===== src/rtl/io_pkg.sv =====
// rtl/io_pkg.sv - shared IO register map, STATUS bit positions, FIFO sizing and UART TX states
package io_pkg;

    localparam logic [15:0] REG_TXDATA = 16'd0;
    localparam logic [15:0] REG_STATUS = 16'd1;
    localparam logic [15:0] REG_CTRL   = 16'd2;

    localparam int STAT_EMPTY = 0;
    localparam int STAT_FULL  = 1;
    localparam int STAT_BUSY  = 2;
    localparam int STAT_OVF   = 3;
    localparam int STAT_EN    = 4;

    localparam int FIFO_DEPTH = 4;
    localparam int FIFO_PTR_W = 2;
    localparam int FIFO_CNT_W = 3;

    typedef enum logic [2:0] {
        ST_IDLE   = 3'd0,
        ST_START  = 3'd1,
        ST_DATA   = 3'd2,
        ST_PARITY = 3'd3,
        ST_STOP   = 3'd4
    } uart_state_e;

    function automatic logic even_parity(input logic [7:0] data);
        return ^data;
    endfunction

endpackage


===== src/rtl/io_fifo4.sv =====
// rtl/io_fifo4.sv - 4-entry byte FIFO; a push into a full FIFO is accepted only alongside a pop
module io_fifo4
    import io_pkg::*;
(
    input  logic                  i_clk,
    input  logic                  i_reset,
    input  logic                  i_push,
    input  logic                  i_pop,
    input  logic [7:0]            i_data,
    output logic [7:0]            o_data,
    output logic                  o_empty,
    output logic                  o_full,
    output logic [FIFO_CNT_W-1:0] o_count
);

    logic [7:0]            r_mem [FIFO_DEPTH];
    logic [FIFO_PTR_W-1:0] r_wr_ptr;
    logic [FIFO_PTR_W-1:0] r_rd_ptr;
    logic [FIFO_CNT_W-1:0] r_count;
    logic                  w_pop_ok;
    logic                  w_push_ok;

    assign o_empty   = (r_count == '0);
    assign o_full    = (r_count == FIFO_CNT_W'(FIFO_DEPTH));
    assign o_count   = r_count;
    assign o_data    = r_mem[r_rd_ptr];
    assign w_pop_ok  = i_pop && !o_empty;
    assign w_push_ok = i_push && (!o_full || w_pop_ok);

    // Pointers wrap naturally at FIFO_PTR_W bits.
    always_ff @(posedge i_clk or posedge i_reset) begin
        if (i_reset) begin
            r_wr_ptr <= '0;
            r_rd_ptr <= '0;
            r_count  <= '0;
        end else begin
            if (w_push_ok) r_wr_ptr <= r_wr_ptr + 1'b1;
            if (w_pop_ok)  r_rd_ptr <= r_rd_ptr + 1'b1;
            case ({w_push_ok, w_pop_ok})
                2'b10:   r_count <= r_count + 1'b1;
                2'b01:   r_count <= r_count - 1'b1;
                default: r_count <= r_count;
            endcase
        end
    end

    always_ff @(posedge i_clk) begin
        if (w_push_ok) r_mem[r_wr_ptr] <= i_data;
    end

endmodule


===== src/rtl/io_uart_tx.sv =====
// rtl/io_uart_tx.sv - IO-mapped UART transmitter with 4-byte FIFO; UART_TX_PARITY_EN adds an even parity bit
module io_uart_tx
    import io_pkg::*;
#(
    parameter logic [15:0] BASE_ADDR    = 16'hFF00,
    parameter logic [15:0] CLKS_PER_BIT = 16'd868
)(
    input  logic        clk,
    input  logic        reset,
    input  logic [15:0] io_address,
    input  logic [15:0] io_write_value,
    input  logic        io_write_en,
    input  logic        io_read_en,
    output logic [15:0] io_read_value,
    output logic        tx,
    output logic        tx_busy
);

    localparam logic [15:0] ADDR_TXDATA = BASE_ADDR + REG_TXDATA;
    localparam logic [15:0] ADDR_STATUS = BASE_ADDR + REG_STATUS;
    localparam logic [15:0] ADDR_CTRL   = BASE_ADDR + REG_CTRL;
    localparam logic [15:0] BAUD_RELOAD = CLKS_PER_BIT - 16'd1;

    uart_state_e           r_state;
    logic [15:0]           r_baud_cnt;
    logic [2:0]            r_bit_idx;
    logic [7:0]            r_shift;
    logic                  r_enable;
    logic                  r_overflow;
`ifdef UART_TX_PARITY_EN
    logic                  r_parity;
`endif

    logic                  w_wr_txdata;
    logic                  w_wr_status;
    logic                  w_wr_ctrl;
    logic                  w_baud_done;
    logic                  w_pop;
    logic                  w_ovf_event;
    logic [7:0]            w_fifo_data;
    logic                  w_fifo_empty;
    logic                  w_fifo_full;
    logic [FIFO_CNT_W-1:0] w_fifo_count;
    logic [15:0]           w_status;
    logic                  w_unused_wdata;

    assign w_wr_txdata    = io_write_en && (io_address == ADDR_TXDATA);
    assign w_wr_status    = io_write_en && (io_address == ADDR_STATUS);
    assign w_wr_ctrl      = io_write_en && (io_address == ADDR_CTRL);
    assign w_baud_done    = (r_baud_cnt == 16'd0);
    assign w_unused_wdata = ^io_write_value[15:8];

    // A new frame starts from IDLE, or straight out of the last STOP cycle so frames abut.
    assign w_pop = r_enable && !w_fifo_empty &&
                   ((r_state == ST_IDLE) || ((r_state == ST_STOP) && w_baud_done));
    assign w_ovf_event = w_wr_txdata && (w_fifo_count == FIFO_CNT_W'(FIFO_DEPTH)) && !w_pop;

    io_fifo4 u_fifo (
        .i_clk   (clk),
        .i_reset (reset),
        .i_push  (w_wr_txdata),
        .i_pop   (w_pop),
        .i_data  (io_write_value[7:0]),
        .o_data  (w_fifo_data),
        .o_empty (w_fifo_empty),
        .o_full  (w_fifo_full),
        .o_count (w_fifo_count)
    );

    always_ff @(posedge clk or posedge reset) begin
        if (reset) begin
            r_state    <= ST_IDLE;
            r_baud_cnt <= 16'd0;
            r_bit_idx  <= 3'd0;
            r_shift    <= 8'd0;
`ifdef UART_TX_PARITY_EN
            r_parity   <= 1'b0;
`endif
        end else if (w_pop) begin
            r_state    <= ST_START;
            r_baud_cnt <= BAUD_RELOAD;
            r_bit_idx  <= 3'd0;
            r_shift    <= w_fifo_data;
`ifdef UART_TX_PARITY_EN
            r_parity   <= even_parity(w_fifo_data);
`endif
        end else if (r_state != ST_IDLE) begin
            if (!w_baud_done) begin
                r_baud_cnt <= r_baud_cnt - 16'd1;
            end else begin
                r_baud_cnt <= BAUD_RELOAD;
                case (r_state)
                    ST_START: r_state <= ST_DATA;
                    ST_DATA: begin
                        r_shift   <= {1'b0, r_shift[7:1]};
                        r_bit_idx <= r_bit_idx + 3'd1;
                        if (r_bit_idx == 3'd7) begin
`ifdef UART_TX_PARITY_EN
                            r_state <= ST_PARITY;
`else
                            r_state <= ST_STOP;
`endif
                        end
                    end
                    ST_PARITY: r_state <= ST_STOP;
                    ST_STOP: begin
                        r_state    <= ST_IDLE;
                        r_baud_cnt <= 16'd0;
                    end
                    default: r_state <= ST_IDLE;
                endcase
            end
        end
    end

    // A same-cycle overflow event outranks the W1C clear.
    always_ff @(posedge clk or posedge reset) begin
        if (reset) begin
            r_enable   <= 1'b1;
            r_overflow <= 1'b0;
        end else begin
            if (w_wr_ctrl) r_enable <= io_write_value[0];
            if (w_ovf_event)
                r_overflow <= 1'b1;
            else if (w_wr_status && io_write_value[STAT_OVF])
                r_overflow <= 1'b0;
        end
    end

    assign tx_busy = (r_state != ST_IDLE);

    always_comb begin
        tx = 1'b1;
        case (r_state)
            ST_START:  tx = 1'b0;
            ST_DATA:   tx = r_shift[0];
`ifdef UART_TX_PARITY_EN
            ST_PARITY: tx = r_parity;
`endif
            default:   tx = 1'b1;
        endcase
    end

    always_comb begin
        w_status             = 16'h0000;
        w_status[STAT_EMPTY] = w_fifo_empty;
        w_status[STAT_FULL]  = w_fifo_full;
        w_status[STAT_BUSY]  = tx_busy;
        w_status[STAT_OVF]   = r_overflow;
        w_status[STAT_EN]    = r_enable;
    end

    always_comb begin
        io_read_value = 16'h0000;
        if (io_read_en) begin
            if (io_address == ADDR_STATUS)
                io_read_value = w_status;
            else if (io_address == ADDR_CTRL)
                io_read_value = {15'b0, r_enable};
        end
    end

endmodule


===== config.mk =====
export PLATFORM = sky130hd
export DESIGN_NAME = io_uart_tx
export DESIGN_NICKNAME = d
export VERILOG_FILES = /design/src/rtl/io_pkg.sv /design/src/rtl/io_fifo4.sv /design/src/rtl/io_uart_tx.sv
export SDC_FILE = /design/constraint.sdc
export NUM_CORES = 1
export LEC_CHECK = 0
export ABC_AREA = 1
export BUFFER_PORTS_ARGS = -buffer_cell sky130_fd_sc_hd__buf_4
export CELL_PAD_IN_SITES_DETAIL_PLACEMENT = 1
export CELL_PAD_IN_SITES_GLOBAL_PLACEMENT = 1
export CORE_MARGIN = 1.5
export CORE_UTILIZATION = 39
export CTS_BUF_LIST = sky130_fd_sc_hd__clkbuf_16
export DETAILED_ROUTE_END_ITERATION = 10
export PLACE_DENSITY_LB_ADDON = 0.1
export REMOVE_ABC_BUFFERS = 1
export SLEW_MARGIN = 20
export SYNTH_ARGS = -nofsm -noshare
export SYNTH_HDL_FRONTEND = slang
export SYNTH_HIERARCHICAL = 1
export SYNTH_SLANG_ARGS = --single-unit

===== constraint.sdc =====
create_clock -name clk -period 2.5 [get_ports clk]
set_clock_uncertainty 0.1 [all_clocks]
set_input_delay 0.125 -clock clk [delete_from_list [all_inputs] [get_ports clk]]
set_output_delay 0.125 -clock clk [all_outputs]
set_load 0.05 [all_outputs]

==> results of run 1 <==
-- logic make-up after synthesis --
kind of cell	Yosys count	synth area share, %
AO/OA/AOI/OAI	46	6.65
XOR/XNOR	8	1.78
adder cells (fa/ha/maj)	9	3.06
buffers and inverters	73	9.74
flip-flops	71	49.3
other	1	0.0954
AND/OR/NAND/NOR	253	29.4
-- cell usage after synthesis, drive strengths merged --
| cell type | number | share of area [%] |
|---|---|---|
| nand3 | 31 | 4.1 |
| nand2 | 113 | 12 |
| ha | 8 | 2.5 |
| buf | 21 | 4.6 |
| o211ai | 11 | 2.1 |
| conb | 1 | 0.095 |
| nor3 | 7 | 1.3 |
| a21oi | 5 | 0.64 |
| nor2 | 80 | 8.2 |
| o21ai | 30 | 3.9 |
| dfstp | 1 | 0.67 |
| inv | 52 | 5.2 |
| xor2 | 7 | 1.6 |
| xnor2 | 1 | 0.22 |
| edfxtp | 32 | 24 |
| fa | 1 | 0.51 |
| dfrtp | 38 | 24 |
| or2 | 3 | 0.48 |
| nand4 | 19 | 3.0 |
-- flip-flops by register name, indices dropped and copies added (netlist names) --
signal,cells
r_baud_cnt,16
u_fifo/r_mem,32
u_fifo/o_count,3
r_state,3
u_fifo/r_wr_ptr,2
r_shift,8
r_bit_idx,3
u_fifo/r_rd_ptr,2
r_enable,1
r_overflow,1
-- path summary, 6_finish.rpt --
path                              startpoint                end  slack, ps  cells after the start
setup reg to reg           u_fifo/o_count[0]  u_fifo/o_count[1]        150                     15
setup / recovery           u_fifo/o_count[0]  u_fifo/o_count[1]        150                     15
hold / removal                 io_address[0]           r_enable          3                      4
min in group asynchronous              reset  u_fifo/o_count[1]        210                      3
hold reg to reg                   r_overflow         r_overflow        390                      2
max in group asynchronous              reset           r_enable       1320                      4
-- layout make-up --
class / instances / area share [%]
Sequential cell: 71 / 40.1
Clock inverter: 7 / 1.58
Tap cell: 133 / 3.44
Timing Repair Buffer: 68 / 11.0
Inverter: 52 / 4.24
Multi-Input combinational cell: 327 / 35.0
Clock buffer: 9 / 4.66
-- what timing repair did --
action / CTS / global route
pin swaps: 2 / 5
setup endpoints to repair: 1 / 2
endpoints found under the hold margin: 49 / 0
hold buffers: 9 / 0
gates resized for setup: 3 / 15
buffers inserted: 1 / 3
-- stage by stage --
stage                     util [%]  power [mW]  cells  instance area [um2]
after global routing          49.5        3.52    667                 4840
final                         49.5        3.34    667                 4840
after global placement        44.7        1.99    638                 4370
after floorplan                  -        1.82    450                 3790
after detailed placement      44.7        2.02    638                 4370
after CTS                     48.8        3.35    664                 4770
-- power by group through the flow --
stage | combinational [mW] | clock (mW) | sequential (mW)
floorplan | 0.474 | 0 | 1.35
global placement | 0.630 | 0 | 1.36
detailed placement | 0.654 | 0 | 1.37
CTS | 0.678 | 1.33 | 1.35
global route | 0.789 | 1.38 | 1.35
finish | 0.688 | 1.31 | 1.35
-- critical path, stage by stage (launching register included) --
cell     delay (ps)
dfrtp_1         390
nor2_4           60
nand2_2          70
inv_1            50
inv_2            60
nand2_2          70
nor3_4          290
nand2_8          80
inv_4            60
inv_1            50
nand3_2         100
nand2_4          70
ha_4            180
inv_2            70
fa_2            430
o21ai_0         140
-- layer usage --
metal | vias to the layer above | GRT usage [%] | share of wire (%)
met3 | 7 | 4.50 | 2.2
met2 | 37 | 36.3 | 54
li1 | 1620 | - | -
met1 | 1590 | 22.5 | 43
met4 | 0 | 5.09 | 0.90
met5 | - | 0 | 0
==> flow_metrics.py, run 1 <==
metrics = {
    "die": {
        "die_h_um": 103,
        "boundaryPins": 54,
        "die_x_um": 103,
        "die_area_um2": 10700,
        "initial_utilization_pct": 40.2,
        "rows": 36,
        "core_um2": 9770,
    },
    "power": {
        "worst_ir_drop_vdd_v": 0.000319,
        "p_int_mw": 2.32,
        "power_switching_share_pct": 30.7,
        "p_sw_mw": 1.03,
        "pwr-share-comb_pct": 20.6,
        "pwr_density_cell_nw_per_um2": 692,
        "p_leak_nw": 2.31,
        "clkPwrFrac_pct": 39.2,
        "seq_power_share_pct": 40.2,
    },
    "global_route": {
        "grt_overflow": 0,
        "grt_util_all_layers_pct": 19.5,
        "grt_max_degree": 27,
        "grt_pass1_wl_mm": 15.8,
        "grt_pass1_vias": 3334,
        "antenna_found_initial": 0,
    },
    "clocking": {
        "cts_tree": "done",
        "clockBufferDepth": 2,
        "clockRootBuffer": "clkbuf_16",
        "clock_sinks": 71,
        "ctsHtreeMaxLevel": 3,
        "clkLatencyLatePin_ps": 340,
        "clkTransAtPathRegs_ps": 60,
        "numCtsBuffers": 9,
    },
    "detailed_routing": {
        "drc": 0,
        "antenna_left": 0,
        "viasPerCell": 4.88,
        "drt_wl_total_mm": 9.58,
        "first_iter_violations": 67,
        "dr.pass1.iters": 4,
        "wl_per_cell_um": 14.4,
        "vias": 3254,
    },
    "placed_design": {
        "routabilityCongestion": 0.774,
        "io_buffer_count": 34,
        "dp_slack_ps": -76.0,
        "detailed_place_hpwl_mm": 7.10,
    },
    "finish": {
        "fillers": 1206,
        "fin_nets": 574,
        "synthToLayoutAreaGrowth_pct": 23.1,
        "layout_common_cells": "nand2_1, nor2_1, buf_4",
        "drive_above_1_share_pct": 21.5,
        "ff_latch_area_um2": 1940,
        "final_common_cell": "nand2_1",
        "n_antenna_cell": 0,
        "multiInputGateArea_um2": 1690,
    },
    "timing": {
        "setup_ws_ps": 154,
        "min_period_over_period_pct": 93.8,
        "drv_slew": 0,
        "setup_tns_ps": 0,
        "rsz0062_at_grt": "false",
        "setup_viol": 0,
        "hold_viol": 0,
        "fmaxAchievable_ghz": 0.426,
        "fin_crit_ps": 2350,
        "hold-worst-slack_ps": 2.57,
    },
    "yosys": {
        "synthCells": 461,
        "synth_area_um2": 3930,
        "synth.distinct_cells": 35,
        "avgSynthCellArea_um2": 8.52,
        "ys_seq_area_share_pct": 49.3,
        "yosysWarnings": 6,
        "ys_seq_elements": 71,
    },
    "setup_path": {
        "startpoint_type": "flip-flop",
        "crit_path_end_kind": "flip-flop",
        "cp.arrival_ps": 2510,
        "crit_type": "flip-flop to flip-flop",
        "required_ps": 2660,
        "path_max_fanout": 3,
    },
    "status": {
        "status": "finished clean",
    },
    "hold_path": {
        "hp-class": "primary input to flip-flop",
    },
    "run": {
        "max_cap_violations": 0,
    },
}
Note: power is estimated with default switching activity, not from simulation.
==> inputs of run 2 (changes only) <==
Settings changed: HOLD_SLACK_MARGIN set to 0.12.
==> flow_metrics.py, run 2 (same netlist as run 1, synthesis figures left out) <==
metrics = {
    "status": {
        "status": "finished clean",
    },
    "die": {
        "initial_utilization_pct": 40.2,
        "boundaryPins": 54,
        "core_um2": 9770,
        "die_h_um": 103,
        "rows": 36,
        "die_x_um": 103,
        "die_area_um2": 10700,
    },
    "finish": {
        "synthToLayoutAreaGrowth_pct": 24.8,
        "largest_register_ffs": 32,
        "final_common_cell": "nand2_1",
        "fin_nets": 581,
        "drive_above_1_share_pct": 21.3,
        "n_antenna_cell": 0,
        "final_util_pct": 50.2,
        "stdcell_count": 674,
        "top_register": "u_fifo/r_mem",
        "final_cell_area_um2": 4910,
        "reg.largest.list": "u_fifo/r_mem: 32 flops, r_baud_cnt: 16 flops, r_shift: 8 flops",
        "layout_common_cells": "nand2_1, nor2_1, buf_4",
    },
    "placed_design": {
        "placed_cell_area_um2": 4370,
        "dp_slack_ps": -76.0,
        "io_buffer_count": 34,
        "detailed_place_hpwl_mm": 7.10,
        "dp.cells": 638,
        "routabilityCongestion": 0.774,
    },
    "setup_path": {
        "rr_worst_depth": 15,
        "critPathMaxStageDelay_ps": 430,
        "critPathLaunch": "u_fifo/o_count[0]",
        "crit_path_end_kind": "flip-flop",
        "path_cells": "nor2_4 -> nand2_2 -> inv_1 -> inv_2 -> nand2_2 -> nor3_4 -> nand2_8 -> inv_4 -> inv_1 -> nand3_2 -> nand2_4 -> ha_4 -> inv_2 -> fa_2 -> o21ai_0",
        "cp.arrival_ps": 2530,
        "path_max_fanout": 3,
        "crit_type": "flip-flop to flip-flop",
        "required_ps": 2660,
        "cpLargestDelayFamily": "simple AND/OR/NAND/NOR gates",
        "reg2reg_from": "u_fifo/o_count[0]",
        "crit_cells": 15,
        "cp.buffers_inverters": 5,
        "crit_slowest_cell": "fa_2",
        "startpoint_type": "flip-flop",
    },
    "detailed_routing": {
        "wl_per_cell_um": 14.4,
        "vias": 3255,
        "antenna_left": 0,
        "drc": 0,
        "drt_wl_total_mm": 9.73,
        "viasPerCell": 4.83,
        "dr.pass1.iters": 4,
        "first_iter_violations": 78,
    },
    "timing": {
        "drv_slew": 0,
        "setup_ws_ps": 130,
        "fin_crit_ps": 2370,
        "min_period_over_period_pct": 94.8,
        "hold-worst-slack_ps": 208,
        "setup_viol": 0,
        "fmaxAchievable_ghz": 0.422,
        "setup_tns_ps": 0,
        "hold_viol": 0,
    },
    "global_route": {
        "grt_pass1_wl_mm": 16.0,
        "antenna_found_initial": 0,
        "grt_pass1_vias": 3390,
        "grt_util_all_layers_pct": 19.8,
        "grt_overflow": 0,
        "grt_max_degree": 27,
    },
    "clocking": {
        "clkTransAtPathRegs_ps": 60,
        "clockRootBuffer": "clkbuf_16",
        "clkLatencyLatePin_ps": 340,
        "ctsHtreeMaxLevel": 3,
        "numCtsBuffers": 9,
        "clockBufferDepth": 2,
        "cts_tree": "done",
        "clock_sinks": 71,
    },
    "power": {
        "fin_total_pwr_mw": 3.35,
        "p_leak_nw": 2.34,
        "pwr_density_cell_nw_per_um2": 682,
        "worst_ir_drop_vdd_v": 0.000318,
    },
    "run": {
        "max_cap_violations": 0,
    },
    "hold_path": {
        "hp-class": "primary input to asynchronous set/reset pin",
    },
}
-- run 2: cell types whose count changed in the layout (fill, tap and decap cells not counted), sizes merged --
cell         before  now
dlygate4sd3       9   16
-- run 2: layer usage --
| layer | part of all wire, % | global-route usage, % |
|---|---|---|
| met1 | 43 | 22.9 |
| met2 | 54 | 36.9 |
| met3 | 2.0 | 4.44 |
| met4 | 0.88 | 5.09 |
| met5 | 0 | 0 |
-- run 2: worst register-to-register path, cell delays in order (launching register included) --
cell and delay, ps:
dfrtp_1 390, nor2_4 60, nand2_2 70, inv_1 50, inv_2 60, nand2_2 80, nor3_4 310, nand2_8 80
inv_4 70, inv_1 50, nand3_2 100, nand2_4 70, ha_4 180, inv_2 70, fa_2 430, o21ai_0 140
-- run 2: final cells by class --
type / instances / area, um2
Fill cell: 1194 / 4870
Clock buffer: 9 / 225
Sequential cell: 71 / 1940
Clock inverter: 7 / 76.3
Multi-Input combinational cell: 327 / 1690
Timing Repair Buffer: 75 / 603
Inverter: 52 / 205
Tap cell: 133 / 166
-- run 2: worst paths after layout --
path                                       to  slack [ps]
min in group clk           u_fifo/r_wr_ptr[0]         290
hold reg to reg                    r_shift[4]         430
setup / recovery            u_fifo/o_count[1]         130
hold / removal              u_fifo/o_count[1]         210
max in group asynchronous            r_enable        1320
setup reg to reg            u_fifo/o_count[1]         130
-- run 2: power by group --
part	internal (mW)	switching, mW	total (mW)
Sequential	1.28	0.0657	1.35
Clock	0.783	0.526	1.31
Combinational	0.258	0.433	0.692
Total	2.32	1.02	3.35
-- run 2: repair_timing --
item                                   CTS  global route
setup buffers                            1             3
endpoints found under the hold margin   52             0
hold buffers                            16             0
setup endpoints to repair                1             2
gates resized for setup                  3            15
pin swaps                                2             5
